## src/rtl/mano_io_pkg.sv

```systemverilog
// Shared definitions for the Mano basic-computer I/O and interrupt unit.
//   DATA_W_DFLT : default width of AC/INPR/OUTR
//   FGI_RST     : input flag value after reset (no byte held)
//   FGO_RST     : output flag value after reset (channel ready)
//   out_state_e : output-channel state; FGO is high exactly in OutReady
package mano_io_pkg;

    localparam int unsigned DATA_W_DFLT = 8;

    localparam logic FGI_RST = 1'b0;
    localparam logic FGO_RST = 1'b1;

    typedef enum logic [0:0] {
        OutReady   = 1'b0,
        OutPending = 1'b1
    } out_state_e;

endpackage

```

## src/rtl/mano_io_out_chan.sv

```systemverilog
// Output channel: holds OUTR and FGO and runs the handshake with the output device.
// Ports:
//   CLK, RST_N       clock, asynchronous active-low reset
//   ac_in            core AC value, captured on out_exec
//   out_exec         core executes OUT this cycle
//   out_ready        output device accepts out_data
//   out_data         OUTR contents
//   out_valid        OUTR holds an undelivered byte (= ~FGO)
//   fgo              output flag
module mano_io_out_chan
    import mano_io_pkg::*;
#(
    parameter int unsigned DATA_W = DATA_W_DFLT
) (
    input  logic              CLK,
    input  logic              RST_N,
    input  logic [DATA_W-1:0] ac_in,
    input  logic              out_exec,
    input  logic              out_ready,
    output logic [DATA_W-1:0] out_data,
    output logic              out_valid,
    output logic              fgo
);

    out_state_e        state_q;
    logic [DATA_W-1:0] outr_q;

    // A new OUT takes priority over a same-cycle delivery: the fresh byte stays pending.
    always_ff @(posedge CLK or negedge RST_N) begin
        if (!RST_N) begin
            state_q <= (FGO_RST == 1'b1) ? OutReady : OutPending;
            outr_q  <= '0;
        end else begin
            if (out_exec) begin
                outr_q  <= ac_in;
                state_q <= OutPending;
            end else if (state_q == OutPending && out_ready) begin
                state_q <= OutReady;
            end
        end
    end

    assign out_data  = outr_q;
    assign out_valid = (state_q == OutPending);
    assign fgo       = (state_q == OutReady);

endmodule

```

## src/rtl/mano_io_unit.sv

```systemverilog
// I/O and interrupt front end for the 8-bit Mano basic computer.
// Holds INPR/FGI (input side), OUTR/FGO via mano_io_out_chan (output side),
// IEN and the interrupt flip-flop R sampled by the core.
// Optional macro MANO_IO_OVERRUN_EN adds sticky overrun flags in_ovr/out_ovr
// and their clear input ovr_clr.
// Ports:
//   CLK, RST_N                     clock, asynchronous active-low reset
//   in_data/in_valid/in_ready      input device handshake (in_ready = ~FGI)
//   out_data/out_valid/out_ready   output device handshake (out_valid = ~FGO)
//   ac_in                          core AC value for OUT
//   inp_exec, out_exec             core executes INP / OUT
//   ski_exec, sko_exec             core executes SKI / SKO
//   ion_exec, iof_exec             core executes ION / IOF
//   t_idle                         core is outside T0..T2
//   int_ack                        core completes its interrupt cycle
//   inpr                           INPR, for the AC load on INP
//   skip                           combinational skip condition
//   fgi, fgo, ien, irq             flag state, irq = R
module mano_io_unit
    import mano_io_pkg::*;
#(
    parameter int unsigned DATA_W = DATA_W_DFLT
) (
    input  logic              CLK,
    input  logic              RST_N,
`ifdef MANO_IO_OVERRUN_EN
    input  logic              ovr_clr,
    output logic              in_ovr,
    output logic              out_ovr,
`endif
    input  logic [DATA_W-1:0] in_data,
    input  logic              in_valid,
    output logic              in_ready,
    output logic [DATA_W-1:0] out_data,
    output logic              out_valid,
    input  logic              out_ready,
    input  logic [DATA_W-1:0] ac_in,
    input  logic              inp_exec,
    input  logic              out_exec,
    input  logic              ski_exec,
    input  logic              sko_exec,
    input  logic              ion_exec,
    input  logic              iof_exec,
    input  logic              t_idle,
    input  logic              int_ack,
    output logic [DATA_W-1:0] inpr,
    output logic              skip,
    output logic              fgi,
    output logic              fgo,
    output logic              ien,
    output logic              irq
);

    logic [DATA_W-1:0] inpr_q, inpr_d;
    logic              fgi_q, fgi_d;
    logic              ien_q, ien_d;
    logic              r_q, r_d;
    logic              fgo_w;
    logic              accept;

    mano_io_out_chan #(
        .DATA_W (DATA_W)
    ) u_out_chan (
        .CLK       (CLK),
        .RST_N     (RST_N),
        .ac_in     (ac_in),
        .out_exec  (out_exec),
        .out_ready (out_ready),
        .out_data  (out_data),
        .out_valid (out_valid),
        .fgo       (fgo_w)
    );

    // in_ready comes from the flag register only, so in_valid never loops back to it.
    assign accept = in_valid & ~fgi_q;

    always_comb begin
        inpr_d = inpr_q;
        fgi_d  = fgi_q;
        ien_d  = ien_q;
        r_d    = r_q;

        // An accept wins over a same-cycle INP, leaving the new byte flagged.
        if (accept) begin
            inpr_d = in_data;
            fgi_d  = 1'b1;
        end else if (inp_exec) begin
            fgi_d = 1'b0;
        end

        if (int_ack) begin
            ien_d = 1'b0;
        end else if (iof_exec) begin
            ien_d = 1'b0;
        end else if (ion_exec) begin
            ien_d = 1'b1;
        end

        // R is sticky until the core acknowledges, even if the flags drop.
        if (int_ack) begin
            r_d = 1'b0;
        end else if (t_idle && ien_q && (fgi_q || fgo_w)) begin
            r_d = 1'b1;
        end
    end

    always_ff @(posedge CLK or negedge RST_N) begin
        if (!RST_N) begin
            inpr_q <= '0;
            fgi_q  <= FGI_RST;
            ien_q  <= 1'b0;
            r_q    <= 1'b0;
        end else begin
            inpr_q <= inpr_d;
            fgi_q  <= fgi_d;
            ien_q  <= ien_d;
            r_q    <= r_d;
        end
    end

`ifdef MANO_IO_OVERRUN_EN
    logic in_ovr_q, in_ovr_d;
    logic out_ovr_q, out_ovr_d;

    // Set takes priority over a same-cycle clear.
    always_comb begin
        in_ovr_d  = in_ovr_q;
        out_ovr_d = out_ovr_q;
        if (in_valid && fgi_q) begin
            in_ovr_d = 1'b1;
        end else if (ovr_clr) begin
            in_ovr_d = 1'b0;
        end
        if (out_exec && !fgo_w) begin
            out_ovr_d = 1'b1;
        end else if (ovr_clr) begin
            out_ovr_d = 1'b0;
        end
    end

    always_ff @(posedge CLK or negedge RST_N) begin
        if (!RST_N) begin
            in_ovr_q  <= 1'b0;
            out_ovr_q <= 1'b0;
        end else begin
            in_ovr_q  <= in_ovr_d;
            out_ovr_q <= out_ovr_d;
        end
    end

    assign in_ovr  = in_ovr_q;
    assign out_ovr = out_ovr_q;
`endif

    assign inpr     = inpr_q;
    assign fgi      = fgi_q;
    assign fgo      = fgo_w;
    assign ien      = ien_q;
    assign irq      = r_q;
    assign in_ready = ~fgi_q;
    assign skip     = (ski_exec & fgi_q) | (sko_exec & fgo_w);

endmodule

```

## config.mk

```make
export PLATFORM = sky130hd
export DESIGN_NAME = mano_io_unit
export DESIGN_NICKNAME = d
export VERILOG_FILES = /design/src/rtl/mano_io_pkg.sv /design/src/rtl/mano_io_out_chan.sv /design/src/rtl/mano_io_unit.sv
export SDC_FILE = /design/constraint.sdc
export NUM_CORES = 1
export LEC_CHECK = 0
export CAP_MARGIN = 10
export CORE_MARGIN = 1
export CORE_UTILIZATION = 40
export CTS_BUF_LIST = sky130_fd_sc_hd__clkbuf_8
export CTS_CLUSTER_DIAMETER = 30
export DETAILED_ROUTE_END_ITERATION = 7
export DONT_BUFFER_PORTS = 1
export GPL_ROUTABILITY_DRIVEN = 1
export HOLD_SLACK_MARGIN = 0.15
export PLACE_DENSITY = 0.64
export SLEW_MARGIN = 20
export SYNTH_ARGS = -nofsm -noshare
export SYNTH_HDL_FRONTEND = slang
export SYNTH_SLANG_ARGS = --single-unit
```

## constraint.sdc

```tcl
create_clock -name CLK -period 2.1 [get_ports CLK]
set_input_delay 0.42 -clock CLK [delete_from_list [all_inputs] [get_ports CLK]]
set_output_delay 0.42 -clock CLK [all_outputs]
set_load 0.05 [all_outputs]
```

==> metrics, run 1 <==
status finished, final reports clean; crit-path cells a22o_1 > buf_12; endpoints failing hold 0; Max stage delay on crit path 410 ps; Max Cap Viol 0; crit start category flip-flop; Post-synth ARST share 100%; Routed WL per cell 15.7 um; initial cell density of the core 44.3%; Final Non-Filler Cells 82; fin crit period 1490 ps; fmax 0.671 GHz; Nets 86; critical path endpoint category primary output; Num Clock Sinks 20; Area Growth Syn to Fin 16.5%; WP data required 1680 ps; # IOs 51; Inserted Clock Buffers 3; Clk pin slew, worst setup/hold paths 80 ps; vias in the first global route 425; FF-to-FF Start fgi; largest net degree at the start of global routing 21; total nets after synthesis 77; DIE AREA 2160 um2; Worst path top cell family by delay flip-flops; cell taking the most area after synthesis dfrtp_1; yosys warns 0; relative slew slack 39.3%; VDD IR-drop max 0.547 mV; met3 WL post-DR 126 um; slowest CP cell dfrtp_1; top cells by count, synth 20 x dfrtp_1, 8 x mux2_2, 8 x mux2_4, 3 x inv_1, 2 x o21bai_1; proportion of layout cells with a drive suffix above 1 43.9%; start point of the critical path fgi; Rows 15; Clock Latency Late Sink 250 ps; most numerous cell in the Yosys netlist dfrtp_1; Synth Register Bits 20; EDFF count, synth 0; TNS Setup 0 ps; Root Driver clkbuf_8; grt ovf 0; RSZ-0062 raised after global routing false; M1 wire length 533 um; drt first pass iters 2; leak pwr 0.419 nW; skew final 6.65 ps; port bufs 0; fill count 156; Min-Delay Path Class in2reg; DIE HEIGHT 46.4 um; Met2 Wirelength 611 um; Final Max Tran Viols 0; Mapped Avg Cell Area 16.1 um2; Global Route Usage Sum 12.0%; Top Layer Used met4; Syn Inst Count 49; Main synth FF type dfrtp_1; Post-CTS Setup Bufs 0; drt total wl 1290 um; WP depth 2; setup violators final 0; post-synthesis sequential area ratio 63.4%; vias after detailed routing 419; top cells by area, synth dfrtp_1 63%, mux2_4 15%, mux2_2 11%; core area 1780 um2; htree depth 1; initial DRC count 7; fin crit share 71.0%; Worst Setup EP skip; CP Class reg2out; Worst Tran Pin Value 908 ps; DP HPWL 923 um; DRC viols 0; die width 46.4 um; R2R Setup Slk 920 ps; CTS tree yes; Pwr Density 1220 nW/um2; Via density 5.11; footprint of the multi-input gates 262 um2; synthesized area 790 um2; deepest clock path buffer count 2; placed cell count 77; Sequential Area 500 um2; number of distinct library cells after synthesis 13; WP buf/inv 1; placer congestion estimate 0.526; Arrival @ worst endpoint 1070 ps; FF-to-FF path depth 3; first-pass GRT wire length 1720 um; worst-path fanout max 5; antenna cells 0; initial antenna violation count 0; post-detailed-route count of antenna-violating nets 0; Synth top area share 63.4%; capturing point of the worst reg2reg path inpr[0]
how the worst min path moves through the flow:
| stage | startpoint | end | slack, ps | depth (start not counted) |
|---|---|---|---|---|
| finish | int_ack | irq | 230 | 1 |
| CTS | int_ack | irq | 220 | 1 |
| floorplan | RST_N | fgi | 120 | 0 |
| detailed placement | RST_N | inpr[1] | 120 | 0 |
| global route | int_ack | irq | 220 | 1 |
| global placement | RST_N | inpr[1] | 120 | 0 |
placed cells by master (no fill, tap or decap), drive strengths merged:
| cell type | netlist | final |
|---|---|---|
| dlygate4sd3 | 0 | 1 |
| o21bai | 2 | 2 |
| buf | 2 | 5 |
| nor3 | 1 | 1 |
| o211ai | 1 | 1 |
| mux2 | 16 | 16 |
| a22o | 1 | 1 |
| dfrtp | 20 | 20 |
| a21oi | 1 | 1 |
| inv | 3 | 3 |
| nor2b | 1 | 1 |
| nor2 | 1 | 1 |
| clkbuf | 0 | 4 |
worst reg2reg max path, stage by stage, from the launching register on:
cell and delay [ps]:
dfrtp_1 410, nor2b_1 120, buf_4 210, mux2_4 320
per-layer routing:
metal | vias to the layer above | global-route usage, %
met5 | - | 0
met4 | 0 | 10.6
met3 | 2 | 2.75
met2 | 29 | 18.9
met1 | 204 | 13.2
li1 | 184 | -
repair_timing:
action | CTS | global route
hold buffers | 1 | 0
setup endpoints to repair | 0 | 0
endpoints found under the hold margin | 20 | 0
resized for setup | 0 | 0
report_power, final:
group | switching, mW | internal (mW)
clock network | 0.122 | 0.167
logic | 0.0770 | 0.0892
registers | 0.226 | 0.437
area by class of cell:
| cell class | instances | share of cell area [%] |
|---|---|---|
| Tap cell | 25 | 3.40 |
| Timing Repair Buffer | 6 | 6.53 |
| Clock buffer | 4 | 5.99 |
| Inverter | 3 | 1.22 |
| Multi-Input combinational cell | 24 | 28.4 |
| Sequential cell | 20 | 54.4 |
registers in the layout, summed over array words and instances (netlist names):
signal                flops
u_out_chan.out_valid      1
inpr                      8
irq                       1
u_out_chan.out_data       8
ien                       1
fgi                       1
per-stage QoR:
step | utilization (%) | hold WS (ps) | setup WS [ps] | power [mW] | instance area [um2]
global route | 51.6 | 224 | 578 | 1.16 | 920
CTS | 51.6 | 222 | 601 | 1.13 | 920
floorplan | - | 124 | 165 | 0.798 | 790
global placement | 47.9 | 125 | 863 | 0.828 | 855
detailed placement | 47.9 | 125 | 857 | 0.831 | 855
finish | 51.6 | 226 | 609 | 1.12 | 920
kinds of logic after synthesis:
kind of cell	share of synthesized area (%)
AOI/OAI and AO/OA	4.60
buffers and inverters	3.49
DFF	63.4
muxes	26.6
and+or+nand+nor	1.90
No activity file was read; power rests on OpenSTA's default activity.
==> run 2, diff against run 1 <==
Settings changed: PLACE_DENSITY 0.64 to 0.66.
Clock period 2.1 ns to 1.25 ns, I/O delays scaled along.
==> run 2 against run 1 <==
  * The flow now finishes with violations (negative setup slack)
  * Via count grew 34%
  * Sequential power rose by 21%
  * Largest power group is now combinational cells
  * Clock power is 62% higher
  * Worst hold slack lost 71 ps
  * Cell count increased by 48%
  * Combinational power rose to 5.0 times the previous value
  * Clock-buffer cell count is the same
  * Die area unchanged
  * Non-clock buffer count up 39
  * Routed wire length rose by 37%
==> metrics, run 2 (same netlist as run 1, synthesis figures left out) <==
port bufs 0 (unchanged); final core utilization 72.4% (was 51.6%); VDD IR-drop max 1.14 mV (was 0.547 mV); Pwr Density 1630 nW/um2 (was 1220 nW/um2); WP buf/inv 1 (unchanged); R2R Setup Slk 50 ps (was 920 ps); Rows 15 (unchanged); placed instance area 1010 um2 (was 855 um2); fmax 0.750 GHz; DRC viols 0 (unchanged); DIE HEIGHT 46.4 um (unchanged); fin area 1290 um2 (was 920 um2); Max stage delay on crit path 390 ps (was 410 ps); worst-path fanout max 3 (was 5); Inserted Clock Buffers 3 (unchanged); Min-Delay Path Class in2reg (unchanged); commonest non-fill, non-tap cell in the layout buf_4 (was dfrtp_1); Via density 4.64 (was 5.11); capturing point of the worst reg2reg path inpr[5] (was inpr[0]); Routed WL per cell 14.6 um (was 15.7 um); critical path endpoint category primary output (unchanged); fin crit period 1330 ps; vias in the first global route 599 (was 425); CP Class reg2out (unchanged); skew final 0.264 ps (was 6.65 ps); die width 46.4 um (unchanged); first-pass GRT wire length 2530 um (was 1720 um); vias after detailed routing 561 (was 419); drt first pass iters 1 (was 2); deepest clock path buffer count 2 (unchanged); hold_sp ac_in[4] (was int_ack); Worst path top cell family by delay flip-flops (unchanged); RSZ-0062 raised after global routing true (was false); FF-to-FF Start fgi (unchanged); status finished with violations (was finished, final reports clean); initial antenna violation count 0 (unchanged); relative slew slack 41.0% (was 39.3%); initial cell density of the core 44.3% (unchanged); Clk pin slew, worst setup/hold paths 70 ps (was 80 ps); largest net degree at the start of global routing 21 (unchanged); drt total wl 1770 um (was 1290 um); grt ovf 0 (unchanged); fill count 122 (was 156); setup ws final -83.4 ps (was 609 ps); proportion of layout cells with a drive suffix above 1 52.1% (was 43.9%); hold depth 1 (unchanged); crit-path cells clkinvlp_4 > a22o_4 (was a22o_1 > buf_12); violations in the final reports negative setup slack; Num Clock Sinks 20 (unchanged); Area Growth Syn to Fin 63.6% (was 16.5%); slowest CP cell dfrtp_2 (was dfrtp_1); crit start category flip-flop (unchanged); CTS tree yes (unchanged); initial DRC count 0 (was 7); start point of the critical path u_out_chan.out_valid (was fgi); Worst Tran Pin Value 885 ps (was 908 ps); setup violators final 1 (was 0); endpoints failing hold 0 (unchanged); antenna cells 0 (unchanged); post-detailed-route count of antenna-violating nets 0 (unchanged); FF-to-FF path depth 3 (unchanged); footprint of the multi-input gates 270 um2 (was 262 um2); Final Max Tran Viols 0 (unchanged); # IOs 51 (unchanged); Root Driver clkbuf_8 (unchanged); Nets 125 (was 86); Clock Latency Late Sink 250 ps (about the same); htree depth 1 (unchanged); core area 1780 um2 (unchanged); Arrival @ worst endpoint 1080 ps (was 1070 ps); fin crit share 107%; Max Cap Viol 0 (unchanged); Worst Hold End u_out_chan.out_data[4] (was irq); commonest non-fill, non-tap cells in the layout 21 x buf_4, 19 x dlygate4sd3_1, 18 x dfrtp_1 (was 20 x dfrtp_1, 8 x mux2_2, 8 x mux2_4); leak pwr 0.604 nW (was 0.419 nW); Global Route Usage Sum 17.4% (was 12.0%); placer congestion estimate 0.605 (was 0.526); Sequential Area 503 um2 (was 500 um2); DIE AREA 2160 um2 (unchanged); WP data required 1000 ps (was 1680 ps)
[run 2: cell types whose count changed in the layout (fill, tap and decap cells not counted), sizes merged]
cell	delta
dlymetal6s4s	+1
buf	+20
clkinvlp	+1
inv	-1
dlygate4sd3	+18
[run 2: area by class of cell]
| cell class | count | area share, % |
|---|---|---|
| Sequential cell | 20 | 39.0 |
| Timing Repair Buffer | 45 | 32.1 |
| Clock buffer | 4 | 4.26 |
| Tap cell | 25 | 2.42 |
| Inverter | 3 | 1.36 |
| Multi-Input combinational cell | 24 | 20.9 |
[run 2: how the worst max path moves through the flow]
stage / cells past startpoint / slack (ps) / end
after floorplan: 2 / -270 / skip
after detailed placement: 3 / 70 / inpr[4]
after global placement: 3 / 140 / inpr[5]
after CTS: 2 / -70 / skip
after global routing: 2 / -120 / skip
final: 2 / -80 / skip
[run 2: what timing repair did]
item | 4_1_cts | 5_1_grt
gates cloned | 0 | 0
hold buffers | 18 | 2
setup buffers | 1 | 0
setup endpoints to repair | 2 | 27
hold endpoints to repair | 36 | 2
pin swaps | 1 | 0
resized for setup | 1 | 5
[run 2: worst reg2reg max path, stage by stage, from the launching register on]
cell	delay [ps]
dfrtp_2	410
nor2b_1	170
buf_6	190
mux2_4	310
[run 2: per-stage QoR]
stage	setup WS [ps]	total power, mW	TNS (ps)	std cells	hold WS, ps
6_report	-83.4	2.11	-83.4	121	155
5_1_grt	-118	2.20	-132	121	151
4_1_cts	-72.3	2.10	-92.5	119	153
3_5_place_dp	73.7	1.56	0	96	-45.2
3_3_place_gp	135	1.55	0	96	-45.2
2_1_floorplan	-274	1.35	-479	49	-45.6
[run 2: layer usage]
metal  track usage (%)  wire, um
met1              18.9       647
met2              33.6       989
met3              2.75       132
met4              5.29         0
met5                 0         0
[run 2: where the power goes]
| part | internal (mW) | leakage [nW] | total [mW] | switching (mW) |
|---|---|---|---|---|
| registers | 0.743 | 0.235 | 0.803 | 0.0602 |
| logic | 0.330 | 0.340 | 0.837 | 0.507 |
| clock network | 0.279 | 0.0288 | 0.468 | 0.188 |
| total | 1.35 | 0.604 | 2.11 | 0.756 |
